`src/rtl/proj_pkg.sv`:
```
`timescale 1ns/1ps
// proj_pkg: shared constants and types for the genome frame-memory (FM)
// buffer scheduler.
//   - FM geometry constants (buffer count, RAMs, entries, bytes per entry)
//   - read-window geometry (bytes per window, window stride)
//   - derived capacity and index/address widths
//   - per-buffer state enum and the read-scheduler FSM state enum
//   - fm_next_idx: rotating buffer-pointer increment
package proj_pkg;

  localparam int FM_BUFFER_COUNT         = 4;
  localparam int FM_RAMS_COUNT           = 4;
  localparam int FM_ENTRIES_COUNT        = 16;
  localparam int FM_OFFSET_COUNT         = 4;
  localparam int FM_GENOME_BTYE          = 8;
  localparam int FM_READ_ADDRESSES_COUNT = 8;
  localparam int FM_STRIDE               = 1;

  // Bytes per buffer and the widths derived from it.
  localparam int FM_CAP = FM_RAMS_COUNT * FM_ENTRIES_COUNT * FM_OFFSET_COUNT;
  localparam int FM_AW  = $clog2(FM_CAP);
  localparam int FM_BW  = $clog2(FM_BUFFER_COUNT);

  typedef enum logic [1:0] {
    FM_FREE    = 2'd0,
    FM_FILLING = 2'd1,
    FM_FULL    = 2'd2,
    FM_READING = 2'd3
  } fm_buf_state_e;

  // Read scheduler: idle, issuing windows, or spending one cycle flagging a
  // buffer too short to yield any window.
  typedef enum logic [1:0] {
    RS_IDLE  = 2'd0,
    RS_READ  = 2'd1,
    RS_SHORT = 2'd2
  } fm_rd_state_e;

  function automatic logic [FM_BW-1:0] fm_next_idx(input logic [FM_BW-1:0] idx);
    return (idx == FM_BW'(FM_BUFFER_COUNT - 1)) ? '0 : idx + FM_BW'(1);
  endfunction

endpackage

```
`src/rtl/proj_fm_rd_sched.sv`:
```
`timescale 1ns/1ps
// proj_fm_rd_sched: read-window issue FSM for the buffer at the read pointer.
// When the head buffer is FULL it starts reading it from base 0. A buffer
// with fewer bytes than one window raises a one-cycle o_short and is released
// the following cycle without any window. Otherwise windows are offered one
// at a time; the base advances by the stride on every handshake, and the
// handshake of the last window that still fits releases the buffer.
//
// Handshake: o_rd_valid is registered and, once high, holds together with
// o_rd_base until a cycle in which i_rd_ready is also high; that cycle is the
// transfer. i_rd_ready may toggle freely and never changes a held window.
//
// Ports:
//   i_clk, i_rst_n  clock, asynchronous active-low reset
//   i_head_full     buffer at the read pointer is FULL
//   i_head_fill     fill of the buffer at the read pointer
//   i_rd_ready      consumer accepts the current window
//   o_rd_valid      window valid (registered)
//   o_rd_base       window base address (registered)
//   o_short         one-cycle pulse: head buffer holds less than one window
//   o_free          release the head buffer at the next edge
//   o_state         current FSM state
module proj_fm_rd_sched
  import proj_pkg::*;
(
  input  logic             i_clk,
  input  logic             i_rst_n,
  input  logic             i_head_full,
  input  logic [FM_AW:0]   i_head_fill,
  input  logic             i_rd_ready,
  output logic             o_rd_valid,
  output logic [FM_AW-1:0] o_rd_base,
  output logic             o_short,
  output logic             o_free,
  output fm_rd_state_e     o_state
);

  // Comparisons run two bits wider than the address so base+stride+window
  // cannot wrap when a buffer is filled to capacity.
  localparam logic [FM_AW+1:0] RAC_X    = (FM_AW+2)'(FM_READ_ADDRESSES_COUNT);
  localparam logic [FM_AW+1:0] STRIDE_X = (FM_AW+2)'(FM_STRIDE);

  fm_rd_state_e     r_state;
  logic             r_rd_valid;
  logic [FM_AW-1:0] r_rd_base;
  logic             r_short;

  logic             w_hs;
  logic             w_last_win;
  logic             w_too_short;
  logic [FM_AW+1:0] w_base_x;
  logic [FM_AW+1:0] w_fill_x;

  assign w_base_x    = {2'b00, r_rd_base};
  assign w_fill_x    = {1'b0, i_head_fill};
  assign w_hs        = r_rd_valid && i_rd_ready;
  // The window after the current one would run past the filled bytes.
  assign w_last_win  = (w_base_x + STRIDE_X + RAC_X) > w_fill_x;
  assign w_too_short = w_fill_x < RAC_X;

  assign o_free = (r_state == RS_SHORT) ||
                  ((r_state == RS_READ) && w_hs && w_last_win);

  always_ff @(posedge i_clk or negedge i_rst_n) begin
    if (!i_rst_n) begin
      r_state    <= RS_IDLE;
      r_rd_valid <= 1'b0;
      r_rd_base  <= '0;
      r_short    <= 1'b0;
    end else begin
      unique case (r_state)
        RS_IDLE: begin
          r_short <= 1'b0;
          if (i_head_full) begin
            r_rd_base <= '0;
            if (w_too_short) begin
              r_state <= RS_SHORT;
              r_short <= 1'b1;
            end else begin
              r_state    <= RS_READ;
              r_rd_valid <= 1'b1;
            end
          end
        end
        RS_SHORT: begin
          r_short <= 1'b0;
          r_state <= RS_IDLE;
        end
        RS_READ: begin
          if (w_hs) begin
            if (w_last_win) begin
              r_rd_valid <= 1'b0;
              r_state    <= RS_IDLE;
            end else begin
              r_rd_base <= r_rd_base + FM_AW'(FM_STRIDE);
            end
          end
        end
        default: begin
          r_state    <= RS_IDLE;
          r_rd_valid <= 1'b0;
          r_short    <= 1'b0;
        end
      endcase
    end
  end

  assign o_rd_valid = r_rd_valid;
  assign o_rd_base  = r_rd_base;
  assign o_short    = r_short;
  assign o_state    = r_state;

endmodule

```
`src/rtl/proj_fm_ctrl.sv`:
```
`timescale 1ns/1ps
// proj_fm_ctrl: buffer scheduler for the multi-buffer genome frame memory.
// Incoming bytes fill the buffer at the write pointer; each accepted byte
// becomes a registered FM write one cycle later. A buffer is sealed when its
// last address is written or when in_last marks the end of a sequence, and
// the write pointer moves on. Sealed buffers are read in write order by the
// window scheduler and released once their last window is taken.
//
// Input stream handshake: a byte transfers in any cycle where in_valid and
// out_ready are both high. out_ready depends only on registered buffer state.
//
// Ports:
//   in_clk, in_rst_n                  clock, asynchronous active-low reset
//   in_valid, in_wdata, in_last       input byte stream
//   out_ready                         write-pointer buffer can take a byte
//   out_wr_en/_buf/_addr/_data        registered FM write command
//   out_rd_valid, in_rd_ready         read-window handshake
//   out_rd_buf, out_rd_addr           window buffer index and base address
//   out_short                         pulse: sealed buffer too short to read
//   out_full_count                    buffers currently FULL or READING
module proj_fm_ctrl
  import proj_pkg::*;
(
  input  logic                      in_clk,
  input  logic                      in_rst_n,
  input  logic                      in_valid,
  input  logic [FM_GENOME_BTYE-1:0] in_wdata,
  input  logic                      in_last,
  output logic                      out_ready,
  output logic                      out_wr_en,
  output logic [FM_BW-1:0]          out_wr_buf,
  output logic [FM_AW-1:0]          out_wr_addr,
  output logic [FM_GENOME_BTYE-1:0] out_wr_data,
  output logic                      out_rd_valid,
  input  logic                      in_rd_ready,
  output logic [FM_BW-1:0]          out_rd_buf,
  output logic [FM_AW-1:0]          out_rd_addr,
  output logic                      out_short,
  output logic [FM_BW:0]            out_full_count
);

  fm_buf_state_e             r_state [FM_BUFFER_COUNT];
  logic [FM_AW:0]            r_fill  [FM_BUFFER_COUNT];
  logic [FM_BW-1:0]          r_wr_idx;
  logic [FM_BW-1:0]          r_rd_idx;
  logic [FM_AW-1:0]          r_wr_addr;
  logic                      r_wr_en;
  logic [FM_BW-1:0]          r_wr_buf;
  logic [FM_AW-1:0]          r_wr_addr_q;
  logic [FM_GENOME_BTYE-1:0] r_wr_data;
  logic [FM_BW:0]            r_full_count;

  logic                      w_accept;
  logic                      w_seal;
  logic                      w_head_full;
  logic                      w_start;
  logic                      w_free;
  logic                      w_rd_valid;
  logic [FM_AW-1:0]          w_rd_base;
  logic                      w_short;
  fm_rd_state_e              w_rd_state;

  assign out_ready = (r_state[r_wr_idx] == FM_FREE) ||
                     (r_state[r_wr_idx] == FM_FILLING);
  assign w_accept  = in_valid && out_ready;
  assign w_seal    = w_accept &&
                     ((r_wr_addr == FM_AW'(FM_CAP - 1)) || in_last);

  assign w_head_full = (r_state[r_rd_idx] == FM_FULL);
  // Mirrors the scheduler's own start decision so the buffer flips to
  // READING on the same edge the scheduler leaves idle.
  assign w_start     = w_head_full && (w_rd_state == RS_IDLE);

  proj_fm_rd_sched u_rd_sched (
    .i_clk       (in_clk),
    .i_rst_n     (in_rst_n),
    .i_head_full (w_head_full),
    .i_head_fill (r_fill[r_rd_idx]),
    .i_rd_ready  (in_rd_ready),
    .o_rd_valid  (w_rd_valid),
    .o_rd_base   (w_rd_base),
    .o_short     (w_short),
    .o_free      (w_free),
    .o_state     (w_rd_state)
  );

  // Seal and free always hit different buffers (FREE/FILLING vs READING),
  // so both updates to r_state can land on the same edge.
  always_ff @(posedge in_clk or negedge in_rst_n) begin
    if (!in_rst_n) begin
      for (int i = 0; i < FM_BUFFER_COUNT; i++) begin
        r_state[i] <= FM_FREE;
        r_fill[i]  <= '0;
      end
      r_wr_idx     <= '0;
      r_rd_idx     <= '0;
      r_wr_addr    <= '0;
      r_wr_en      <= 1'b0;
      r_wr_buf     <= '0;
      r_wr_addr_q  <= '0;
      r_wr_data    <= '0;
      r_full_count <= '0;
    end else begin
      r_wr_en <= w_accept;
      if (w_accept) begin
        r_wr_buf    <= r_wr_idx;
        r_wr_addr_q <= r_wr_addr;
        r_wr_data   <= in_wdata;
        if (w_seal) begin
          r_state[r_wr_idx] <= FM_FULL;
          r_fill[r_wr_idx]  <= {1'b0, r_wr_addr} + (FM_AW+1)'(1);
          r_wr_idx          <= fm_next_idx(r_wr_idx);
          r_wr_addr         <= '0;
        end else begin
          r_state[r_wr_idx] <= FM_FILLING;
          r_wr_addr         <= r_wr_addr + FM_AW'(1);
        end
      end

      if (w_start) begin
        r_state[r_rd_idx] <= FM_READING;
      end
      if (w_free) begin
        r_state[r_rd_idx] <= FM_FREE;
        r_rd_idx          <= fm_next_idx(r_rd_idx);
      end

      r_full_count <= r_full_count + {{FM_BW{1'b0}}, w_seal}
                                   - {{FM_BW{1'b0}}, w_free};
    end
  end

  assign out_wr_en      = r_wr_en;
  assign out_wr_buf     = r_wr_buf;
  assign out_wr_addr    = r_wr_addr_q;
  assign out_wr_data    = r_wr_data;
  assign out_rd_valid   = w_rd_valid;
  assign out_rd_buf     = r_rd_idx;
  assign out_rd_addr    = w_rd_base;
  assign out_short      = w_short;
  assign out_full_count = r_full_count;

endmodule

```
`config.mk`:
```
export PLATFORM = sky130hd
export DESIGN_NAME = proj_fm_ctrl
export DESIGN_NICKNAME = d
export VERILOG_FILES = /design/src/rtl/proj_pkg.sv /design/src/rtl/proj_fm_rd_sched.sv /design/src/rtl/proj_fm_ctrl.sv
export SDC_FILE = /design/constraint.sdc
export NUM_CORES = 1
export LEC_CHECK = 0
export BUFFER_PORTS_ARGS = -buffer_cell sky130_fd_sc_hd__buf_2
export CORE_MARGIN = 5
export CORE_UTILIZATION = 43
export CTS_CLUSTER_DIAMETER = 40
export DETAILED_ROUTE_END_ITERATION = 6
export GPL_ROUTABILITY_DRIVEN = 0
export PLACE_DENSITY = 0.7
export SLEW_MARGIN = 10
export SYNTH_ARGS = -nofsm -noshare
export SYNTH_HDL_FRONTEND = slang
export SYNTH_SLANG_ARGS = --single-unit
```
`constraint.sdc`:
```
create_clock -name in_clk -period 3.85 [get_ports in_clk]
set_input_delay 0.385 -clock in_clk [delete_from_list [all_inputs] [get_ports in_clk]]
set_output_delay 0.385 -clock in_clk [all_outputs]
set_load 0.1 [all_outputs]
```
=== Word level (Yosys, flattened, before mapping) ===
Index checks and enable logic that the tools add are counted.

* Input bits: 13
* Word-level logic and storage cells: 117
* Flip-flop bits (word level): 90

* Mux-type cells: 40
* Eq/ne operators: 12
* Order comparisons: 6
* Reductions and logical operators: 18
* Bitwise logic cells: 12
* Add/subtract/negate cells: 9

{| class="wikitable"
|+ Operators with widths
! cell !! count
|-
| $mux 8 || 8
|-
| $bwmux 36 || 1
|-
| $mux 9 || 3
|-
| $mux 2 || 12
|-
| $add 8x1->9 const B || 2
|-
| $bmux 9 s2 || 1
|-
| $demux 9 s2 || 1
|-
| $add 8x1->8 const B || 2
|-
| $pmux 8 s2 || 1
|-
| $add 10x4->10 const B || 1
|-
| $gt 10x9->1 || 1
|-
| $lt 9x4->1 const B || 1
|-
| $and 4x4->4 || 2
|-
| $and 8x8->8 || 1
|-
| $bmux 2 s2 || 2
|-
| $demux 2 s2 || 2
|-
| $eq 2x2->1 const B || 4
|-
| $eq 8x8->1 const B || 1
|-
| $logic_and 1x1->1 || 8
|-
| $not 4->4 || 2
|-
| $not 8->8 || 1
|-
| $or 4x4->4 || 2
|-
| $or 8x8->8 || 1
|-
| $ge 3x3->1 const B || 2
|-
| other kinds (20) || 35
|}

=== Logic depth before layout (Yosys ltp) ===
Gate-level depths: netlist (run 1).

* Depth in word-level cells: 14
* Depth in mapped cells: 21
* Mapped depth without buffers: 20

=== Cells and area by module ===
Synthesis (run 1) repeated with hierarchy kept, for this count alone.

* Cell total of the unflattened synthesis: 441
* Area total of the unflattened synthesis: 4,825.9 sq um

{| class="wikitable"
|+ Modules (own cells, without submodules)
! module !! cells an instance !! area each (sq um) !! times used
|-
| proj_fm_ctrl || 318 || 3,766.1 || 1
|-
| proj_fm_rd_sched || 123 || 1,059.8 || 1
|}

=== Worst setup path after synthesis (run 1) ===
OpenSTA, ideal clock, no wires.

* Kind: flip-flop to flip-flop
* Start: register u_rd_sched.r_rd_base[0] (netlist: u_rd_sched.o_rd_base[0])
* End: register r_full_count[2] (netlist: out_full_count[2])
* Data required time: 3.692 ns
* Stages on the path, launching flop included: 22
* Clock period less this slack: 4.791 ns
* Arrival time: 4.633 ns
* Slack: -0.941 ns
* Cells stage by stage: dfrtp_1 > ha_1 > nand3_1 > xnor2_1 > inv_1 > ha_1 > a21boi_0 > o21ai_0 > xor2_1 > ha_1 > a22o_1 > nor4_1 > o221a_2 > o41ai_2 > buf_4 > ha_1 > inv_1 > ha_1 > inv_1 > fa_1 > xnor2_1 > xnor2_1

* Cells in the longest elaborated chain, start to end: 6

{| class="wikitable"
|+ RTL lines
! element !! RTL line !! source
|-
| start, declared || proj_fm_rd_sched.sv:45 || <nowiki>logic [FM_AW-1:0] r_rd_base;</nowiki>
|-
| start signal, assigned || proj_fm_rd_sched.sv:95 || <nowiki>r_rd_base <= r_rd_base + FM_AW'(FM_STRIDE);</nowiki>
|-
| $add 8x1->9 || proj_fm_rd_sched.sv:58 || <nowiki>assign w_last_win = (w_base_x + STRIDE_X + RAC_X) > w_fill_x;</nowiki>
|-
| $add 10x4->10 || proj_fm_rd_sched.sv:58 ||
|-
| $gt 10x9->1 || proj_fm_rd_sched.sv:58 ||
|-
| $logic_and 1x1->1 || proj_fm_rd_sched.sv:62 || <nowiki>((r_state == RS_READ) && w_hs && w_last_win);</nowiki>
|-
| $logic_or 1x1->1 || proj_fm_rd_sched.sv:61 || <nowiki>assign o_free = (r_state == RS_SHORT) ||</nowiki>
|-
| $sub 3x1->3 || proj_fm_ctrl.sv:129 || <nowiki>- {{FM_BW{1'b0}}, w_free};</nowiki>
|-
| end signal, assigned || proj_fm_ctrl.sv:128 || <nowiki>r_full_count <= r_full_count + {{FM_BW{1'b0}}, w_seal}</nowiki>
|-
| end, declared || proj_fm_ctrl.sv:51 || <nowiki>logic [FM_BW:0] r_full_count;</nowiki>
|}

No other way between the ends.
A chain may end at the register's enable or synchronous reset.

=== Worst setup path in the final report (run 1) ===
* Start: register u_rd_sched.r_rd_base[1] (netlist: u_rd_sched.o_rd_base[1])
* End: register r_full_count[2] (netlist: out_full_count[2])

Same word-level chain as after synthesis.

==> results.md, run 1 <==
* # diodes at 0
* Post-synthesis async set-or-reset flop share at 100%
* Crit path required time at 4.11 ns
* Clock Power Share at 15.9%
* Seq pwr share at 33.8%
* Setup CP Type: flip-flop to flip-flop
* Slew HR at 42.2%
* Die width at 114 microns
* Buffers & Inverters on Critical Path at 3
* Clock net sink count at 90
* Most common flop cell mapped by yosys: dfrtp_1
* Post-DRT Antenna Nets at 0
* Setup crit end kind: flip-flop
* Final setup violation count at 0
* Critical Path, Cell by Cell: ha_4 > nand3_2 > xnor2_2 > inv_1 > ha_2 > a21boi_1 > o21ai_1 > xor2_1 > ha_1 > a22o_1 > nor4_1 > o221a_2 > o41ai_4 > ha_4 > inv_2 > ha_4 > inv_2 > fa_2 > xnor2_2 > xnor2_1
* Worst-margin pin slew at 0.867 ns
* YS warnings at 0
* Sum Neg Setup Slack at 0 ns
* Area growth from synthesis to layout at 18.1%
* Non-Filler Instances at 620
* Drt drc at 0
* Vias/cell at 5.35
* Switch Pwr at 0.00207 W
* RSZ-0062 raised after global routing: true
* Vias in the first global route at 3426
* Initial drt markers at 185
* Switching share of power at 50.6%
* Crit path DAT at 4.06 ns
* Critical Path Slowest Stage Cell: dfrtp_4
* Row count at 37
* Die Area at 12900 sq um
* Delay-heaviest family, CP: adder cells
* Remaining Overflow, GRT at 0
* VDD IR max at 0.590 mV
* Initial Util at 44.4%
* Combinational share of power at 50.3%
* Global-route wire length before repair at 16600 microns
* Hold Slack at 0.125 ns
* Skew final at 0.0182 ns
* Root buf cell: clkbuf_8
* Fmax at 263 MHz
* Final setup margin at 0.0442 ns
* Startpoint Class: flip-flop
* Synth cell count leaders: dfrtp_1 (90), nand2_1 (76), mux2_2 (33), inv_1 (32), ha_1 (22)
* Max-cap check violation count at 0
* HPWL Detailed at 6970 microns
* Sequential share of the synthesized area at 48.7%
* Pleak at 2.66 nW
* Final Hold Vio Count at 0
* Int Power at 0.00203 W
* Cells after Synth at 413
* Largest net degree at the start of global routing at 70
* Core area at 10400 sq um
* Status: finished, final reports clean
* Yosys cell types at 53
* Worst-path fanout max at 4
* I/O Pins at 48
* Port Buffers at 47
* Drt first pass iters at 4
* Share of layout cells above drive strength 1 at 34.3%
* Max Slew Vio Count at 0
* Initial antenna violation count at 0
* CTS H-tree depth at 3
* Die Ht at 114 microns
* Avg Cell Area, Syn at 11.2 sq um
* Fin crit period at 3.81 ns
* Placed Instances at 603
* CTS tree: yes
* Number of synthesized flops with an enable pin at 0
* Drt total wl at 9580 microns
* Worst-Skew Late Latency at 0.37 ns
* Post-synthesis register bit count at 90
* Yosys top cell by area: dfrtp_1
* Total global-route track usage at 15.8%
* Most common cell on crit path: ha_4
* Vias at 3318
* Cell area power density at 751 nW/um^2
* Mapped Area at 4620 sq um
* Tcrit/Tclk final at 98.9%
* Clock-pin slew of the registers on the worst-case setup and hold paths at 0.10 ns
* Most common cell in the netlist: dfrtp_1
* CTS Buf Count at 9
* Post-synth top area share at 48.7%
* Synth area leaders: dfrtp_1 (49%), mux2_2 (8.0%), nand2_1 (6.2%)
* CP max stage delay at 0.52 ns
* Syn Nets at 449
* Pre-CTS worst setup slack at -0.116 ns
* WL per Instance at 15.5 microns
* Final #Nets at 515
* Hold WC Path Type: primary input to asynchronous set/reset pin
* Maximum clock insertion buffer count at 2
logic make-up after synthesis:
kind of cell	after synthesis	share of synthesized area (%)
AOI/OAI and AO/OA	62	10.9
DFF	90	48.7
buffers and inverters	47	4.87
and+or+nand+nor	129	12.5
muxes	48	14.0
xor gates and xnor gates	14	2.65
adders and majority gates	23	6.39
per-stage QoR:
step | util (%) | total power, W | instance area, sq um
2_1_floorplan | - | 0.00309 | 4710
3_3_place_gp | 49.8 | 0.00343 | 5180
3_5_place_dp | 49.8 | 0.00348 | 5180
4_1_cts | 52.1 | 0.00414 | 5430
5_1_grt | 52.4 | 0.00436 | 5460
6_report | 52.4 | 0.00410 | 5460
layout by cell type (no fill, tap or decap), types with 2 or more instances in the layout:
master    count
or2_2         2
mux4_2       10
nand3_2       2
inv_1        29
a22oi_1       4
clkbuf_8      9
xor2_1        5
dfrtp_1      81
and3_1        4
o221ai_1      2
clkinv_8      2
nor2_1       15
dfrtp_2       2
o21ai_1       5
ha_4          3
o211ai_2      3
o22ai_1       5
buf_2        46
nor4_1        2
nand2_1      76
buf_4        23
xnor2_1       6
nand3_1      14
mux2i_1       5
inv_2         3
clkinv_4      2
o21ai_0      13
a32oi_1       5
nor2b_1       2
a21oi_1       3
and2_1        3
dfrtp_4       7
a22o_1        6
a32o_1        5
inv_8         3
mux2_2       33
ha_1         18
xnor2_2       2
repair_timing:
| action | in CTS | in global routing |
|---|---|---|
| gates cloned | 0 | 0 |
| endpoints found under the hold margin | 0 | 0 |
| resized for setup | 4 | 7 |
| setup endpoints to repair | 2 | 2 |
| hold buffers | 0 | 0 |
| pin swaps | 2 | 8 |
| setup buffers | 2 | 0 |
power by group through the flow:
| stage | Clock, W | Combinational, W | Sequential [W] |
|---|---|---|---|
| final | 0.000652 | 0.00206 | 0.00139 |
| after global routing | 0.000717 | 0.00221 | 0.00142 |
| after CTS | 0.000671 | 0.00208 | 0.00139 |
| after detailed placement | 0 | 0.00207 | 0.00141 |
| after global placement | 0 | 0.00204 | 0.00139 |
| after floorplan | 0 | 0.00104 | 0.00205 |
worst paths after layout:
path / endpoint / from / slack [ns] / cells past startpoint
setup / recovery: out_full_count[2]$_DFF_PN0_ / u_rd_sched.o_rd_base[1]$_DFFE_PN0P_ / 0.04 / 20
hold / removal: u_rd_sched.o_rd_base[5]$_DFFE_PN0P_ / in_rst_n / 0.13 / 1
setup reg to reg: out_full_count[2]$_DFF_PN0_ / u_rd_sched.o_rd_base[1]$_DFFE_PN0P_ / 0.04 / 20
hold reg to reg: out_full_count[2]$_DFF_PN0_ / out_full_count[2]$_DFF_PN0_ / 0.48 / 1
max in group asynchronous: out_rd_buf[1]$_DFFE_PN0N_ / in_rst_n / 2.86 / 2
min in group in_clk: out_wr_data[6]$_DFFE_PN0P_ / in_wdata[6] / 0.19 / 3
worst reg2reg max path, cell delays in order, from the launching register on:
cell	delay, ns
dfrtp_4	0.52
ha_4	0.18
nand3_2	0.08
xnor2_2	0.12
inv_1	0.06
ha_2	0.17
a21boi_1	0.12
o21ai_1	0.12
xor2_1	0.17
ha_1	0.27
a22o_1	0.22
nor4_1	0.26
o221a_2	0.27
o41ai_4	0.11
ha_4	0.23
inv_2	0.05
ha_4	0.11
inv_2	0.03
fa_2	0.34
xnor2_2	0.15
xnor2_1	0.13
per-layer routing:
layer  track usage, %  part of all wire, %  wire (microns)  vias to the layer above
met5                0                    0               0                        -
met3             3.66                  5.7             544                       23
met1             21.4                   45            4290                     1615
met4             5.69                  2.3             221                        0
met2             24.9                   47            4530                       92
li1                 -                    -               -                     1588
state kept, by name, indices dropped and copies added, names as in the netlist:
| register | cells |
|---|---|
| out_full_count | 3 |
| out_rd_buf | 2 |
| out_wr_addr | 8 |
| out_wr_buf | 2 |
| out_wr_data | 8 |
| out_wr_en | 1 |
| r_fill | 36 |
| r_state | 8 |
| r_wr_addr | 8 |
| r_wr_idx | 2 |
| u_rd_sched.o_rd_base | 8 |
| u_rd_sched.o_rd_valid | 1 |
| u_rd_sched.o_short | 1 |
| u_rd_sched.o_state | 2 |
layout make-up:
cell class                      instances  area, sq um
Clock buffer                            9          124
Sequential cell                        90         2280
Tap cell                              136          170
Inverter                               33          129
Timing Repair Buffer                   69          403
Clock inverter                          7         83.8
Fill cell                             913         4960
Multi-Input combinational cell        276         2270
Note: power is estimated with default switching activity, not from simulation.
==> inputs of run 2 (changes only) <==
Settings changed: CELL_PAD_IN_SITES_DETAIL_PLACEMENT set to 1, CELL_PAD_IN_SITES_GLOBAL_PLACEMENT set to 1, CORE_UTILIZATION 43 to 42, PLACE_DENSITY 0.7 to 0.81.
==> results.md, run 2 (synthesis results as in run 1) <==
* Final setup violation count at 1 (+1)
* Max Slew Vio Count at 0 (unchanged)
* I/O Pins at 48 (unchanged)
* Startpoint Class: flip-flop
* Worst-Skew Late Latency at 0.37 ns (about the same)
* Post-DRT Antenna Nets at 0 (unchanged)
* VDD IR max at 0.703 mV (+19%)
* Max-cap check violation count at 0 (unchanged)
* Drt drc at 0 (unchanged)
* Hold WC Path Type: primary input to asynchronous set/reset pin
* Final #Nets at 517 (+0.39%)
* Largest Register: r_fill
* Hold Slack at 0.104 ns (-0.0215 ns)
* Maximum clock insertion buffer count at 2 (unchanged)
* Crit path required time at 4.11 ns (about the same)
* Post-layout power at 0.00411 W (+0.14%)
* Tcrit/Tclk final at 102% (+2.7 points)
* Max FFs per register at 36 (unchanged)
* Final Hold Vio Count at 0 (unchanged)
* Pleak at 2.66 nW (about the same)
* Clock-pin slew of the registers on the worst-case setup and hold paths at 0.09 ns (about the same)
* WL per Instance at 18.2 microns (+18%)
* Fin crit period at 3.91 ns (+0.102 ns)
* Initial antenna violation count at 0 (unchanged)
* Core area at 10800 sq um (+3.6%)
* CTS H-tree depth at 3 (unchanged)
* Drt total wl at 11400 microns (+19%)
* Row count at 38 (+2.7%)
* Die Ht at 115 microns (+1.1%)
* Cell area power density at 746 nW/um^2 (-0.68%)
* Setup CP Type: flip-flop to flip-flop
* Area growth from synthesis to layout at 19.1%
* CTS tree: yes
* Vias at 3464 (+4.4%)
* Most frequent cells in the layout: dfrtp_1 (81), nand2_1 (76), buf_2 (46)
* Sum Neg Setup Slack at -0.0583 ns (-0.0583 ns)
* Total global-route track usage at 17.6% (+1.9 points)
* Worst-path fanout max at 5 (+1)
* Drt first pass iters at 4 (unchanged)
* Initial drt markers at 186 (+0.54%)
* Port Buffers at 47 (unchanged)
* CTS Buf Count at 9 (unchanged)
* Skew final at 0.00962 ns (-0.00860 ns)
* Vias/cell at 5.53 (+3.4%)
* Setup crit end kind: flip-flop
* HPWL Detailed at 7600 microns (+9.1%)
* Clock net sink count at 90 (unchanged)
* Final setup margin at -0.0583 ns (-0.102 ns)
* Failing checks: setup timing
* Global-route wire length before repair at 18500 microns (+12%)
* Share of layout cells above drive strength 1 at 36.0% (+1.7 points)
* Initial Util at 42.8% (-1.5 points)
* Slew HR at 44.8% (+2.7 points)
* Root buf cell: clkbuf_8
* Commonest non-fill, non-tap cell in the layout: dfrtp_1
* Largest net degree at the start of global routing at 64 (-8.6%)
* Worst-margin pin slew at 0.827 ns (-0.0400 ns)
* Die width at 115 microns (+1.1%)
* Post-DP Area at 5080 sq um (-1.9%)
* Status: finished, violations left
* Crit path DAT at 4.17 ns (+0.11 ns)
* # diodes at 0 (unchanged)
* Remaining Overflow, GRT at 0 (unchanged)
* Vias in the first global route at 3723 (+8.7%)
* RSZ-0062 raised after global routing: true
* Finished Cell Area at 5510 sq um (+0.82%)
* Die Area at 13200 sq um (+2.2%)
* Fmax at 256 MHz (-2.6%)
-- run 2: stage by stage --
step	std cells	util [%]	setup WS (ns)
detailed placement	593	47.1	-0.119
global placement	593	47.1	0.0300
global route	626	51.0	-0.251
finish	626	51.0	-0.0583
CTS	613	49.5	0.000400
floorplan	413	-	-0.317
-- run 2: worst paths after layout --
path / slack [ns] / start / depth (start not counted) / to
setup / recovery: -0.06 / u_rd_sched.o_rd_base[0]$_DFFE_PN0P_ / 20 / out_full_count[2]$_DFF_PN0_
hold / removal: 0.10 / in_rst_n / 1 / u_rd_sched.o_rd_base[3]$_DFFE_PN0P_
setup reg to reg: -0.06 / u_rd_sched.o_rd_base[0]$_DFFE_PN0P_ / 20 / out_full_count[2]$_DFF_PN0_
hold reg to reg: 0.48 / out_wr_data[6]$_DFFE_PN0P_ / 2 / out_wr_data[6]$_DFFE_PN0P_
max in group asynchronous: 2.87 / in_rst_n / 2 / r_wr_addr[5]$_DFFE_PN0P_
min in group in_clk: 0.20 / in_wdata[0] / 3 / out_wr_data[0]$_DFFE_PN0P_
-- run 2: layout make-up --
type | instances | area (sq um)
well taps | 140 | 175
repair buffers | 71 | 418
clock inverters | 7 | 60.1
multi-input cells | 276 | 2320
flip-flops and latches | 90 | 2280
inverters | 33 | 131
fillers | 1178 | 5290
clock buffers | 9 | 124
-- run 2: worst max-delay path: stages (launching register included) --
cell and delay, ns:
dfrtp_4 0.52, ha_4 0.18, buf_4 0.14, inv_1 0.09, nor3_2 0.07, nor2_1 0.24, o21ai_2 0.11, xor2_1 0.17
ha_1 0.31, buf_4 0.12, o21ai_0 0.08, a21oi_1 0.20, o21ai_2 0.11, o41ai_4 0.39, ha_4 0.27, inv_4 0.05
ha_4 0.11, inv_2 0.03, fa_2 0.35, xnor2_2 0.15, xnor2_1 0.12
-- run 2: metal layers --
metal	vias to the layer above	track usage (%)	wire (microns)
met4	0	4.62	122
met5	-	0	0
li1	1586	-	-
met2	62	30.2	5800
met3	13	5.47	519
met1	1803	21.7	4960
-- run 2: power breakdown --
group	leakage [nW]	switching (W)	total (W)	internal, W
Clock	0.0901	0.000376	0.000623	0.000247
Sequential	1.17	0.000244	0.00142	0.00118
Combinational	1.40	0.00148	0.00206	0.000583
Total	2.66	0.00210	0.00411	0.00201
-- run 2: timing repair --
action / CTS / global route
pin swaps: 5 / 17
buffers inserted: 4 / 13
hold buffers: 0 / 0
resized for setup: 7 / 13
endpoints found under the setup margin: 2 / 2
hold endpoints to repair: 0 / 0
